==> src/rtl/rs_dec_pkg.sv <==
// Shared parameters, derived widths, serializer state and the frame<->symbol
// bit mapping used by both the serializer and the collector.
package rs_dec_pkg;

    localparam int unsigned PLANES_DEF = 3;
    localparam int unsigned BPP_DEF    = 2;
    localparam int unsigned N_SYM_DEF  = 54;
    localparam int unsigned K_SYM_DEF  = 34;

    typedef enum logic {
        IDLE   = 1'b0,
        SERIAL = 1'b1
    } ser_state_t;

    function automatic int unsigned sym_w(input int unsigned planes, input int unsigned bpp);
        return planes * bpp;
    endfunction

    function automatic int unsigned din_w(input int unsigned planes, input int unsigned bpp,
                                          input int unsigned n_sym);
        return planes * bpp * n_sym;
    endfunction

    function automatic int unsigned dout_w(input int unsigned planes, input int unsigned bpp,
                                           input int unsigned k_sym);
        return planes * bpp * k_sym;
    endfunction

    // Symbol bit carrying plane p, sub-bit b (plane-interleaved, MSB first)
    function automatic int unsigned sym_bit(input int unsigned planes, input int unsigned bpp,
                                            input int unsigned p, input int unsigned b);
        return planes * bpp - 1 - (b * planes + p);
    endfunction

    // Frame bit of plane p, symbol s, sub-bit b for a frame of len symbols per plane
    function automatic int unsigned frame_bit(input int unsigned len, input int unsigned bpp,
                                              input int unsigned p, input int unsigned s,
                                              input int unsigned b);
        return p * len * bpp + s * bpp + b;
    endfunction

endpackage

==> src/rtl/rs_sym_collector.sv <==
// Collects the first K_SYM decoded symbols of each codeword and re-packs them
// into a plane-major message frame with a one-cycle dout_valid pulse.
module rs_sym_collector
    import rs_dec_pkg::*;
#(
    parameter int unsigned PLANES = PLANES_DEF,
    parameter int unsigned BPP    = BPP_DEF,
    parameter int unsigned K_SYM  = K_SYM_DEF,
    localparam int unsigned SYM_W  = sym_w(PLANES, BPP),
    localparam int unsigned DOUT_W = dout_w(PLANES, BPP, K_SYM)
) (
    input  logic              clk,
    input  logic              reset_b,
    input  logic [SYM_W-1:0]  i_sym,
    input  logic              i_valid,
    input  logic              i_start,
    input  logic              i_fail,
    output logic [DOUT_W-1:0] o_dout,
    output logic              o_dout_valid,
    output logic              o_dout_fail
);

    localparam int unsigned IDX_W = (K_SYM > 1) ? $clog2(K_SYM) : 1;

    logic [SYM_W-1:0]  r_msg [K_SYM];
    logic [IDX_W-1:0]  r_idx;
    logic              r_active;
    logic              r_done;
    logic              r_fail;
    logic              w_wr;
    logic              w_last;
    logic [IDX_W-1:0]  w_widx;
    logic [DOUT_W-1:0] w_dout;

    // A start symbol always (re)opens a collection at index 0
    assign w_wr   = i_valid && (i_start || r_active);
    assign w_widx = i_start ? '0 : r_idx;
    assign w_last = w_wr && (w_widx == IDX_W'(K_SYM - 1));

    for (genvar k = 0; k < K_SYM; k++) begin : g_msg
        always_ff @(posedge clk or negedge reset_b) begin
            if (!reset_b) begin
                r_msg[k] <= '0;
            end else if (w_wr && (w_widx == IDX_W'(k))) begin
                r_msg[k] <= i_sym;
            end else if (r_done) begin
                r_msg[k] <= '0;
            end
        end
    end

    for (genvar s = 0; s < K_SYM; s++) begin : g_map_s
        for (genvar p = 0; p < PLANES; p++) begin : g_map_p
            for (genvar b = 0; b < BPP; b++) begin : g_map_b
                assign w_dout[frame_bit(K_SYM, BPP, p, s, b)] = r_msg[s][sym_bit(PLANES, BPP, p, b)];
            end
        end
    end

    always_ff @(posedge clk or negedge reset_b) begin
        if (!reset_b) begin
            r_idx        <= '0;
            r_active     <= 1'b0;
            r_done       <= 1'b0;
            r_fail       <= 1'b0;
            o_dout       <= '0;
            o_dout_valid <= 1'b0;
            o_dout_fail  <= 1'b0;
        end else begin
            r_done       <= w_last;
            o_dout_valid <= r_done;
            if (w_last) begin
                r_fail <= i_fail;
            end
            if (r_done) begin
                o_dout      <= w_dout;
                o_dout_fail <= r_fail;
            end
            if (w_wr) begin
                r_active <= !w_last;
                r_idx    <= w_widx + IDX_W'(1);
            end
        end
    end

endmodule

==> src/rtl/rs_decoder_par.sv <==
// Parallel-frame wrapper around an external RS decoder core: serializes frames
// into symbols and re-packs decoded messages. Optional stats via RS_DEC_STATS_EN.
module rs_decoder_par
    import rs_dec_pkg::*;
#(
    parameter int unsigned PLANES = PLANES_DEF,
    parameter int unsigned BPP    = BPP_DEF,
    parameter int unsigned N_SYM  = N_SYM_DEF,
    parameter int unsigned K_SYM  = K_SYM_DEF,
    localparam int unsigned SYM_W  = sym_w(PLANES, BPP),
    localparam int unsigned DIN_W  = din_w(PLANES, BPP, N_SYM),
    localparam int unsigned DOUT_W = dout_w(PLANES, BPP, K_SYM)
) (
    input  logic              clk,
    input  logic              reset_b,
    input  logic [DIN_W-1:0]  din,
    input  logic              din_valid,
    output logic              din_ready,
    output logic [SYM_W-1:0]  dec_sym,
    output logic              dec_valid,
    output logic              dec_start,
    input  logic [SYM_W-1:0]  dec_out_sym,
    input  logic              dec_out_valid,
    input  logic              dec_out_start,
    input  logic              dec_fail,
    output logic [DOUT_W-1:0] dout,
    output logic              dout_valid,
    output logic              dout_fail,
    output logic              overrun,
    output logic [15:0]       fail_cnt,
    output logic [15:0]       ovr_cnt
);

    localparam int unsigned CNT_W = $clog2(N_SYM);

    ser_state_t       r_state;
    ser_state_t       w_state_nxt;
    logic             w_capture;
    logic             w_last;
    logic [CNT_W-1:0] r_cnt;
    logic [CNT_W-1:0] w_cnt_nxt;
    logic [SYM_W-1:0] w_din_syms [N_SYM];
    logic [SYM_W-1:0] r_syms [N_SYM];

    for (genvar s = 0; s < N_SYM; s++) begin : g_sym_s
        for (genvar p = 0; p < PLANES; p++) begin : g_sym_p
            for (genvar b = 0; b < BPP; b++) begin : g_sym_b
                assign w_din_syms[s][sym_bit(PLANES, BPP, p, b)] = din[frame_bit(N_SYM, BPP, p, s, b)];
            end
        end
    end

    assign w_cnt_nxt = r_cnt + CNT_W'(1);

    always_ff @(posedge clk or negedge reset_b) begin
        if (!reset_b) begin
            r_state <= IDLE;
        end else begin
            r_state <= w_state_nxt;
        end
    end

    always_comb begin
        w_state_nxt = r_state;
        w_capture   = 1'b0;
        w_last      = 1'b0;
        case (r_state)
            IDLE: begin
                if (din_valid) begin
                    w_state_nxt = SERIAL;
                    w_capture   = 1'b1;
                end
            end
            SERIAL: begin
                if (r_cnt == CNT_W'(N_SYM - 1)) begin
                    w_state_nxt = IDLE;
                    w_last      = 1'b1;
                end
            end
            default: w_state_nxt = IDLE;
        endcase
    end

    // Symbol 0 leaves straight from din so it appears the cycle after capture
    always_ff @(posedge clk) begin
        if (w_capture) begin
            r_syms <= w_din_syms;
        end
    end

    always_ff @(posedge clk or negedge reset_b) begin
        if (!reset_b) begin
            r_cnt     <= '0;
            dec_sym   <= '0;
            dec_valid <= 1'b0;
            dec_start <= 1'b0;
            din_ready <= 1'b1;
            overrun   <= 1'b0;
        end else begin
            din_ready <= (w_state_nxt == IDLE);
            dec_valid <= (w_state_nxt == SERIAL);
            dec_start <= w_capture;
            overrun   <= din_valid && (r_state != IDLE);
            if (w_capture) begin
                r_cnt   <= '0;
                dec_sym <= w_din_syms[0];
            end else if (w_last) begin
                dec_sym <= '0;
            end else if (r_state == SERIAL) begin
                r_cnt   <= w_cnt_nxt;
                dec_sym <= r_syms[w_cnt_nxt];
            end
        end
    end

    rs_sym_collector #(
        .PLANES (PLANES),
        .BPP    (BPP),
        .K_SYM  (K_SYM)
    ) u_collector (
        .clk          (clk),
        .reset_b      (reset_b),
        .i_sym        (dec_out_sym),
        .i_valid      (dec_out_valid),
        .i_start      (dec_out_start),
        .i_fail       (dec_fail),
        .o_dout       (dout),
        .o_dout_valid (dout_valid),
        .o_dout_fail  (dout_fail)
    );

`ifdef RS_DEC_STATS_EN
    // Saturating event counters
    always_ff @(posedge clk or negedge reset_b) begin
        if (!reset_b) begin
            fail_cnt <= '0;
            ovr_cnt  <= '0;
        end else begin
            if (dout_valid && dout_fail && (fail_cnt != 16'hFFFF)) begin
                fail_cnt <= fail_cnt + 16'd1;
            end
            if (overrun && (ovr_cnt != 16'hFFFF)) begin
                ovr_cnt <= ovr_cnt + 16'd1;
            end
        end
    end
`else
    assign fail_cnt = '0;
    assign ovr_cnt  = '0;
`endif

endmodule
==> config.mk <==
export PLATFORM = sky130hd
export DESIGN_NAME = rs_decoder_par
export DESIGN_NICKNAME = d
export VERILOG_FILES = /design/src/rtl/rs_dec_pkg.sv /design/src/rtl/rs_sym_collector.sv /design/src/rtl/rs_decoder_par.sv
export SDC_FILE = /design/constraint.sdc
export NUM_CORES = 1
export LEC_CHECK = 0
export BUFFER_PORTS_ARGS = -buffer_cell sky130_fd_sc_hd__buf_4
export CAP_MARGIN = 20
export CORE_ASPECT_RATIO = 2
export CORE_MARGIN = 2
export CORE_UTILIZATION = 59
export DETAILED_ROUTE_END_ITERATION = 16
export GPL_ROUTABILITY_DRIVEN = 1
export PLACE_DENSITY = 0.85
export SYNTH_ARGS = -nofsm -noshare
export SYNTH_HDL_FRONTEND = slang
export SYNTH_SLANG_ARGS = --single-unit
==> constraint.sdc <==
create_clock -name clk -period 13.9 [get_ports clk]
set_input_delay 1.39 -clock clk [delete_from_list [all_inputs] [get_ports clk]]
set_output_delay 1.39 -clock clk [all_outputs]
set_load 0.03 [all_outputs]
After elaboration in Yosys (flattened, before gate mapping)
Cells that the tools add are included.

Bits in registers: 759. Output and inout port bits: 248.

Add/sub/neg operators: 2. Order comparisons: 1. Equality and inequality tests: 35. Multiplexer cells: 51. Bitwise operators: 3. Reductions and logical operators: 76.

Operators with widths (number): 6-bit 2-to-1 mux (44); 6-bit by 5-bit == test with 1-bit output (second input constant) (16); 2-bit nonzero test (35); 6-bit by 4-bit == test with 1-bit output (second input constant) (8); 6-bit binary-select mux with 6-bit select (1); 1-bit logical AND (36); 6-bit by 3-bit == test with 1-bit output (second input constant) (4); 6-bit == test (second input constant) (3); 6-bit by 1-bit adder with 6-bit output (second input constant) (2); 6-bit by 2-bit == test with 1-bit output (second input constant) (2); 7-bit greater-or-equal comparator (second input constant) (1); 6-bit inverter with 7-bit output (1); 6-bit by 1-bit == test with 1-bit output (second input constant) (1); 6-bit zero test (1); 1-bit 2-to-1 mux (5); 3-bit nonzero test (1); 2-bit inequality test (second input constant) (1); 1-bit inverter (2); 1-bit case mux with 2 select lines (1); 2-bit AND reduction (1); 1-bit zero test (1); 1-bit logical OR (1).

Depth between registers and ports, before layout
Word-level depth: 8. Gate-level depth with buffers: 12. Mapped depth without buffers: 8.

By module
A second synthesis with hierarchy kept.

Cell total of the unflattened synthesis: 1866. Area total of the unflattened synthesis: 31179.9 µm².

Modules (own cells, without submodules): rs_sym_collector (times used 1, cells each 1211, area an instance 17523.1 µm²); rs_decoder_par (times used 1, cells each 655, area an instance 13656.8 µm²).

Worst setup path before layout
No wires, ideal clock.

Path type: input to register. From: input din_valid. To: register r_cnt[0]. Library setup time: 139 ps. Arrival: 9141 ps. Required time: 13761 ps. Slack: 4620 ps. Stages: 6. Path through: clkbuf_1 nand2b_1 inv_1 nor2_1 nand2_1 o21ai_0.

Word-level cells in the longest chain between the ends: 4.

RTL lines: from (decl) (line rs_decoder_par.sv:17) `input logic din_valid,`; 1-bit 2-to-1 mux (*) (line rs_decoder_par.sv:69) `if (din_valid) begin`; 1-bit 2-to-1 mux (*) (line rs_decoder_par.sv:67) `case (r_state)`; via w_capture (line rs_decoder_par.sv:38) `logic w_capture;`; 2-bit inequality test (no source line) or 2-bit nonzero test (tied branches); 2-bit AND reduction (no source line); to (signal assigned) (line rs_decoder_par.sv:110) `r_cnt <= w_cnt_nxt;`; to (decl) (line rs_decoder_par.sv:40) `logic [CNT_W-1:0] r_cnt;`.

The timed path passes the listed nets; every way through them passes the cells marked *. A chain may end at the register's enable or synchronous reset.

Worst setup path after layout
From: input din_valid. To: register r_syms[285] (netlist name) (enable).

Word-level cells in the longest chain between the ends: 2.

RTL lines: 1-bit 2-to-1 mux (line rs_decoder_par.sv:69); 1-bit 2-to-1 mux (line rs_decoder_par.sv:67); via w_capture (line rs_decoder_par.sv:38); to (signal assigned) (line rs_decoder_par.sv:87) `r_syms <= w_din_syms;`; to (decl) (line rs_decoder_par.sv:43) `logic [SYM_W-1:0] r_syms [N_SYM];`.

The timed path passes the listed nets, and every way through them passes these cells.

==> flow_metrics.env <==
export IMPL_status="completed"
export IMPL_vias=18100
export IMPL_ys_ff_latch=759
export IMPL_critical_path_required_ns=14.13
export IMPL_hold_buffers=0
export IMPL_clock_latency_ns=0.63
export IMPL_drt_wl_total_um=75000
export IMPL_cts_tree="built"
export IMPL_cts_resized=0
export IMPL_gr_total_overflow=0
export IMPL_post_cts_buffers=0
export IMPL_rsz0062_at_grt="false"
export IMPL_syn_area_sq_mm=0.0298
export IMPL_worst_setup_path_start_kind="input pin"
export IMPL_fill_cells=3074
export IMPL_fin_setup_tns_ns=0
export IMPL_worst_clock_skew_ns=0.0219
export IMPL_die_y_um=322
export IMPL_rows=116
export IMPL_cts_buffer_depth=3
export IMPL_fin_crit_ns=4.18
export IMPL_setup_viol=0
export IMPL_final_util=0.725
export IMPL_grt_pass1_vias=18800
export IMPL_area_growth_pct=21.6
export IMPL_synth_edf_count=324
export IMPL_hp_class="flop to flop"
export IMPL_cts_inserted_buffers=60
export IMPL_slew_violations=0
export IMPL_path_max_fanout=160
export IMPL_synthTopCellsByArea="dfrtp_1, edfxtp_1, mux2_2, mux4_2, nand3b_1"
export IMPL_ys_flop_type="dfrtp_1"
export IMPL_coreArea_sq_mm=0.0499
export IMPL_antenna_found_initial=6
export IMPL_seq_area_frac_synth=0.693
export IMPL_busiest_layer="met2"
export IMPL_via_per_inst=5.87
export IMPL_finalCritPeriodShare=0.301
export IMPL_ant_nets=0
export IMPL_syn_inst=1890
export IMPL_yosys_cell_types_count=55
export IMPL_grt_pass1_wl_um=111000
export IMPL_max_freq_mhz=239
export IMPL_clock_sinks=759
export IMPL_max_slew_margin=0.242
export IMPL_synth_warnings=0
export IMPL_dp_hpwl_um=52100
export IMPL_ys_async_sr_fraction=0.573
export IMPL_portBuffers=551
export IMPL_p_per_area_mw_per_mm2=156
export IMPL_drtIter0Drc=1626
export IMPL_fin_cells=3085
export IMPL_yosys_top_cells_count="dfrtp_1, edfxtp_1, mux2_2"
export IMPL_io_pin_count=584
export IMPL_drv_cap=0
export IMPL_die_area_sq_mm=0.0524
export IMPL_crit_type="input pin to flop"
export IMPL_initial_core_util=0.596
export IMPL_synth_area_per_cell_sq_um=15.7
export IMPL_grt_use_met1=0.324
export IMPL_peakVddDrop_v=0.000153
export IMPL_fp_dieW_um=163
export IMPL_synth_top_area_cell="dfrtp_1"
export IMPL_drt_pass1_iter_count=5
export IMPL_cts_max_level=2
export IMPL_dpl_cell_count=2974
export IMPL_drive_gt1_frac=0.398
export IMPL_p_leak_nw=15.6
export IMPL_hold_viol=0
export IMPL_cts_root_buf="clkbuf_16"
export IMPL_tightest_slew_ns=1.14
export IMPL_yosysMostFrequentCell="dfrtp_1"
export IMPL_clkTransAtPathRegs_ns=0.06
export IMPL_use_met2=0.519
export IMPL_grt_usage=0.286
export IMPL_yosysTopAreaCellShare=0.365
export IMPL_end_kind="flop"
export IMPL_wl_per_cell_um=24.3
export IMPL_gp_congestion=0.854
export IMPL_grt_start_max_net_pins=164
export IMPL_drc=0
export IMPL_nets=2732
export IMPL_arrival_ns=4.41
export IMPL_grtUsageMet3=0.0583
## power by group
part | switching (W) | internal [W] | leakage (nW) | total (W)
Combinational | 0.000739 | 0.000612 | 5.85 | 0.00135
Sequential | 0.000122 | 0.00253 | 8.89 | 0.00265
Clock | 0.000767 | 0.000882 | 0.906 | 0.00165
## kinds of logic after synthesis
group | count (synthesis) | synth area share
flops | 759 | 0.693
fa+ha+maj | 6 | 0.00252
other cells | 1 | 0.000126
compound gates | 259 | 0.0467
buf+inv | 183 | 0.0296
mux | 310 | 0.151
simple gates | 363 | 0.0742
xor+xnor | 9 | 0.00341
## flip-flops by register name (all words and copies together), names as in the netlist
register,flops
u_collector.r_fail,1
u_collector.r_msg,204
u_collector.r_idx,6
dec_valid,1
u_collector.r_done,1
din_ready,1
r_cnt,6
u_collector.o_dout_fail,1
u_collector.r_active,1
overrun,1
r_syms,324
u_collector.o_dout_valid,1
u_collector.o_dout,204
dec_start,1
dec_sym,6
## through the flow
| stage | total power, W | hold slack [ns] | cell area (sq um) | setup WS [ns] |
|---|---|---|---|---|
| global route | 0.00587 | 0.517 | 36200 | 9.48 |
| global placement | 0.00401 | 0.456 | 34200 | 9.20 |
| CTS | 0.00569 | 0.483 | 36100 | 9.69 |
| floorplan | 0.00361 | 0.406 | 29900 | 4.62 |
| detailed placement | 0.00405 | 0.468 | 34200 | 9.03 |
| finish | 0.00565 | 0.485 | 36200 | 9.72 |
## critical path, stage by stage
cell      delay, ns
buf_4          0.17
nand2b_1       0.18
inv_8          0.70
buf_4          0.87
buf_4          0.92
## area by class of cell
cell class / count / area [sq um] / share of cell area
Sequential cell: 759 / 20600 / 0.570
Clock buffer: 80 / 1680 / 0.0464
Multi-Input combinational cell: 979 / 8420 / 0.233
Timing Repair Buffer: 575 / 4400 / 0.121
Antenna cell: 4 / 10.0 / 0.000277
Inverter: 15 / 63.8 / 0.00176
Clock inverter: 24 / 189 / 0.00522
Tap cell: 649 / 812 / 0.0224
## final timing paths
path | startpoint | to | slack [ns] | cells past startpoint
max in group asynchronous | reset_b | u_collector.o_dout[111]$_DFFE_PN0P_ | 10.81 | 3
setup reg to reg | r_cnt[0]$_DFFE_PN0P_ | dec_sym[5]$_DFFE_PN0P_ | 9.95 | 7
min in group asynchronous | reset_b | u_collector.o_dout[69]$_DFFE_PN0P_ | 0.86 | 1
hold reg to reg | u_collector.r_fail$_DFFE_PN0P_ | u_collector.r_fail$_DFFE_PN0P_ | 0.48 | 2
setup / recovery | din_valid | r_syms[285]$_DFFE_PP_ | 9.72 | 5
hold / removal | u_collector.r_fail$_DFFE_PN0P_ | u_collector.r_fail$_DFFE_PN0P_ | 0.48 | 2
## placed cells by master, fill, tap and decap left out, types with 14 or more instances in the layout
master	count
a21oi_1	14
buf_4	570
clkbuf_16	61
conb_1	32
dfrtp_1	432
edfxtp_1	324
inv_1	14
mux2_2	211
mux4_2	83
nand2_1	92
nand2b_1	22
nand3_1	31
nand3b_1	188
nor2_1	16
o21ai_0	197
o21ai_1	21
## routing by layer
metal | wire [um] | up-vias
met5 | 10 | -
met4 | 3450 | 2
met3 | 5390 | 175
met2 | 40500 | 855
met1 | 25700 | 9132
li1 | - | 7940
Power figures use the tool's default switching activity.
